`config.mk`:
```
export PLATFORM = sky130hd
export DESIGN_NAME = cht_shift_ctrl
export DESIGN_NICKNAME = d
export VERILOG_FILES = /design/src/rtl/cht_shift_ctrl.sv
export SDC_FILE = /design/constraint.sdc
export NUM_CORES = 1
export LEC_CHECK = 0
export ABC_AREA = 0
export CORE_MARGIN = 3
export CORE_UTILIZATION = 50
export CTS_BUF_LIST = sky130_fd_sc_hd__clkbuf_4 sky130_fd_sc_hd__clkbuf_8
export DETAILED_ROUTE_END_ITERATION = 12
export PLACE_DENSITY = 0.94
export SYNTH_ARGS = -nofsm -noshare
export SYNTH_HDL_FRONTEND = slang
export SYNTH_SLANG_ARGS = --single-unit
```
`constraint.sdc`:
```
create_clock -name clk -period 3.2 [get_ports clk]
set_input_delay 0.8 -clock clk [delete_from_list [all_inputs] [get_ports clk]]
set_output_delay 0.8 -clock clk [all_outputs]
set_load 0.05 [all_outputs]
```
`src/rtl/cht_shift_ctrl.sv`:
```
// Sequential shift controller feeding the cht shift/select network; applies one single-position shift per clock.
// Latency: result valid c cycles after the acceptance edge for count c (one cycle passthrough for c = 0).
// Backpressure: one command in flight; cmd_ready low until the result is taken; res_ready low holds DONE indefinitely.
//
// Ports:
//   clk, rst_n                  clock, asynchronous active-low reset
//   cmd_valid/cmd_ready         command handshake; cmd_data operand, cmd_dir (0 left, 1 right),
//                               cmd_cnt shift count, cmd_fill bit shifted into vacated position
//   res_valid/res_ready         result handshake; res_data shifted word
//   busy                        high whenever not IDLE (always ~cmd_ready)
//   sel_shift, sel_dir          network selects: shift-this-cycle and latched direction
module cht_shift_ctrl #(
  parameter int WIDTH = 16,
  parameter int CNT_W = 4
) (
  input  logic             clk,
  input  logic             rst_n,
  input  logic             cmd_valid,
  output logic             cmd_ready,
  input  logic [WIDTH-1:0] cmd_data,
  input  logic             cmd_dir,
  input  logic [CNT_W-1:0] cmd_cnt,
  input  logic             cmd_fill,
  output logic             res_valid,
  input  logic             res_ready,
  output logic [WIDTH-1:0] res_data,
  output logic             busy,
  output logic             sel_shift,
  output logic             sel_dir
);

  typedef enum logic [1:0] {
    ST_IDLE  = 2'd0,
    ST_SHIFT = 2'd1,
    ST_DONE  = 2'd2
  } state_t;

  state_t           state_q, state_d;
  logic [WIDTH-1:0] data_q, data_d;
  logic [WIDTH-1:0] shifted;
  logic [CNT_W-1:0] rem_q, rem_d;
  logic             dir_q, dir_d;
  logic             fill_q, fill_d;

  // Mirror of the network's one-position shift. Counts >= WIDTH simply keep
  // shifting, so the word ends up entirely fill bits.
  always_comb begin
    shifted = '0;
    if (dir_q) begin
      shifted = {fill_q, data_q[WIDTH-1:1]};
    end else begin
      shifted = {data_q[WIDTH-2:0], fill_q};
    end
  end

  always_ff @(posedge clk or negedge rst_n) begin
    if (!rst_n) begin
      state_q <= ST_IDLE;
      data_q  <= '0;
      rem_q   <= '0;
      dir_q   <= 1'b0;
      fill_q  <= 1'b0;
    end else begin
      state_q <= state_d;
      data_q  <= data_d;
      rem_q   <= rem_d;
      dir_q   <= dir_d;
      fill_q  <= fill_d;
    end
  end

  always_comb begin
    state_d   = state_q;
    data_d    = data_q;
    rem_d     = rem_q;
    dir_d     = dir_q;
    fill_d    = fill_q;
    cmd_ready = 1'b0;
    res_valid = 1'b0;
    sel_shift = 1'b0;

    case (state_q)
      ST_IDLE: begin
        cmd_ready = 1'b1;
        if (cmd_valid) begin
          data_d  = cmd_data;
          dir_d   = cmd_dir;
          rem_d   = cmd_cnt;
          fill_d  = cmd_fill;
          // A zero count skips SHIFT entirely: the operand is the result.
          state_d = (cmd_cnt != '0) ? ST_SHIFT : ST_DONE;
        end
      end
      ST_SHIFT: begin
        sel_shift = 1'b1;
        data_d    = shifted;
        rem_d     = rem_q - CNT_W'(1);
        // The edge that consumes the last remaining shift also leaves SHIFT.
        if (rem_q == CNT_W'(1)) begin
          state_d = ST_DONE;
        end
      end
      ST_DONE: begin
        res_valid = 1'b1;
        if (res_ready) begin
          state_d = ST_IDLE;
        end
      end
      default: begin
        state_d = ST_IDLE;
      end
    endcase
  end

  assign busy     = ~cmd_ready;
  assign res_data = data_q;
  assign sel_dir  = dir_q;

endmodule

```
==> run metrics <==
overflow left after global routing 0; Internal 1170 uW; # hold bufs at CTS 0; CTS tree yes; period utilization 85.2%; vias in the first global route 1,175; Clock Power Share 6.8%; Critical Path Source Type flip-flop; static leakage 0.000755 uW; DRC 0; FF-to-FF Start state_q[0]; Hold Crit Class reg -> reg; FMAX 367 MHz; synthesis-stage register bit count 24; DIE WIDTH 58.3 um; Synth top area share 43.9%; Mapped Area 1370 sq um; Hold Path Origin res_data[0]; Post-CTS Setup Inserts 0; Reg2Reg Depth 3; Setup TNS 0 ns; maximum VDD drop 0.00102 V; CP Class reg -> out; syn avg cell area 10.1 sq um; initial antenna violation count 0; layout cells sized above 1 19.6%; Fillers 182; CTS sink cnt 24; Yosys warning count 0; most common cell after layout, fill and taps aside clkdlybuf4s50_1; post-synth top area cell dfrtp_1; fin area 1870 sq um; Routed wire per std cell 16.5 um; Synth-to-Final Area Change 36.5%; non-filler cells, final 209; Via density 5.76; Cells after Synth 135; first-pass GRT wire length 5.49 mm; Sw Ratio 50.6%; count of cell types in the netlist 28; core box area 2540 sq um; Clock Tree Root clkbuf_4; Max Transition Viols Final 0; Worst-Skew Late Latency 0.32 ns; Register Area 601 sq um; detailed-route via count 1,203; area occupied by multi-input gates 684 sq um; largest cells by area after synthesis dfrtp_1, mux2_2, nor2_1; Final Setup Violations 0; dpl hpwl 2.43 mm; Port Buffer Count 46; Initial Util 53.8%; Reg2Reg Setup Slack 1.37 ns; nets 208; Setup Skew 0.0147 ns; height of the die 58.3 um; Comb pwr share 66.7%; sequential element share of the synthesized area 43.9%; RSZ-0062 raised after global routing false; CTS max path bufs 2; critical path required time 2.40 ns; WHS Endpoint res_data[0]; pwr/cell area 1260 nW/um^2; ant diodes 0; worst reg2reg endpoint rem_q[3]; Hold Path Cell Cnt 2; Pre-antenna DRT Iters 4; # IOs 47; DRT Wirelength 3.46 mm; outcome complete, no violations; placed cell area 1830 sq um; Routed Antenna Nets 0; largest fanout on the critical path 12; Arr. time, crit path 1.93 ns; minimum clock period 2.73 ns; placed insts 205; largest net degree at the start of global routing 25; Power, Total 2360 uW; clock buffer count from CTS 3; Clk pin slew, worst setup/hold paths 0.14 ns; Worst setup EP type output port; initial DRC count 31; GPL Wtd Cong 0.790; most frequent cells in the layout clkdlybuf4s50_1, nor2_1, dfrtp_1; net switching power figure 1190 uW; Worst-Margin Slew 0.883 ns; MaxCap Viol Count 0; Synthesized Nets 163; H-Tree Depth 1; CTS resizes 0; Hold Violations, Final 0; GRT Total Usage 21.1%; Reg power frac 26.5%; die area 3400 sq um; slew margin rel. 41.2%; row count 18
[layer usage]
layer  vias up  global-route usage [%]  share of wire [%]
met5         -                       0                  0
met4         0                    9.93                2.3
met3         8                    3.51                6.4
met2        43                    35.7                 49
met1       587                    26.2                 42
li1        565                       -                  -
[synthesized netlist by cell type]
master and n:
mux2i_1 1, buf_6 2, a31o_2 1, o22ai_1 7, a31oi_1 1, nand3_1 1
buf_2 7, nor4_1 1, ha_1 2, dfrtp_1 24, mux2_4 2, nor3b_1 1
o21ba_2 1, nand2_1 2, o2bb2ai_1 1, nor3_1 2, o21ai_0 1, a21oi_1 2
nor2_1 35, inv_1 7, a2bb2oi_1 2, and3_1 1, o22ai_2 9, mux2_2 15
or3b_1 1, o32ai_1 1, nand2b_1 3, o22a_1 2
[cell type report]
type | count | area share, %
Clock buffer | 4 | 1.94
Inverter | 7 | 1.41
Multi-Input combinational cell | 95 | 36.6
Sequential cell | 24 | 32.2
Tap cell | 30 | 2.01
Timing Repair Buffer | 49 | 25.9
[cell families after synthesis]
| family | Yosys count | synth area share [%] |
|---|---|---|
| buffers and inverters | 16 | 6.12 |
| multiplexers | 18 | 15.3 |
| AO/OA/AOI/OAI | 28 | 18.2 |
| AND/OR/NAND/NOR | 47 | 14.7 |
| flip-flops | 24 | 43.9 |
| adder cells (fa/ha/maj) | 2 | 1.83 |
[critical path: stages, from the launching register on]
cell	delay [ns]
dfrtp_1	0.58
nand2b_1	0.12
inv_1	0.11
clkdlybuf4s50_1	0.81
[per-stage QoR]
| stage | utilization (%) | worst slack (ns) | hold WS, ns |
|---|---|---|---|
| floorplan | - | 0.682 | 0.500 |
| global placement | 72.0 | 0.625 | 0.517 |
| detailed placement | 72.0 | 0.587 | 0.527 |
| CTS | 73.4 | 0.475 | 0.558 |
| global route | 73.4 | 0.362 | 0.578 |
| finish | 73.4 | 0.475 | 0.558 |
[state kept, by name (all words and copies together), names as in the netlist]
signal	count
res_data	16
rem_q	4
sel_dir	1
fill_q	1
state_q	2
[worst max path at each step]
stage                          start         to  slack, ns  cells past startpoint
after floorplan           state_q[0]       busy       0.68                      3
after global placement     cmd_valid     fill_q       0.62                      3
after detailed placement   cmd_valid    sel_dir       0.59                      3
after CTS                 state_q[0]  sel_shift       0.47                      3
after global routing      state_q[0]       busy       0.36                      3
final                     state_q[0]  sel_shift       0.47                      3
[power groups by stage]
stage               sequential, uW  clock (uW)  combinational (uW)
detailed placement             626           0                1570
global placement               612           0                1520
floorplan                      920           0                 849
finish                         625         161                1580
global route                   648         180                1670
CTS                            622         165                1580
No activity file was read; power rests on OpenSTA's default activity.
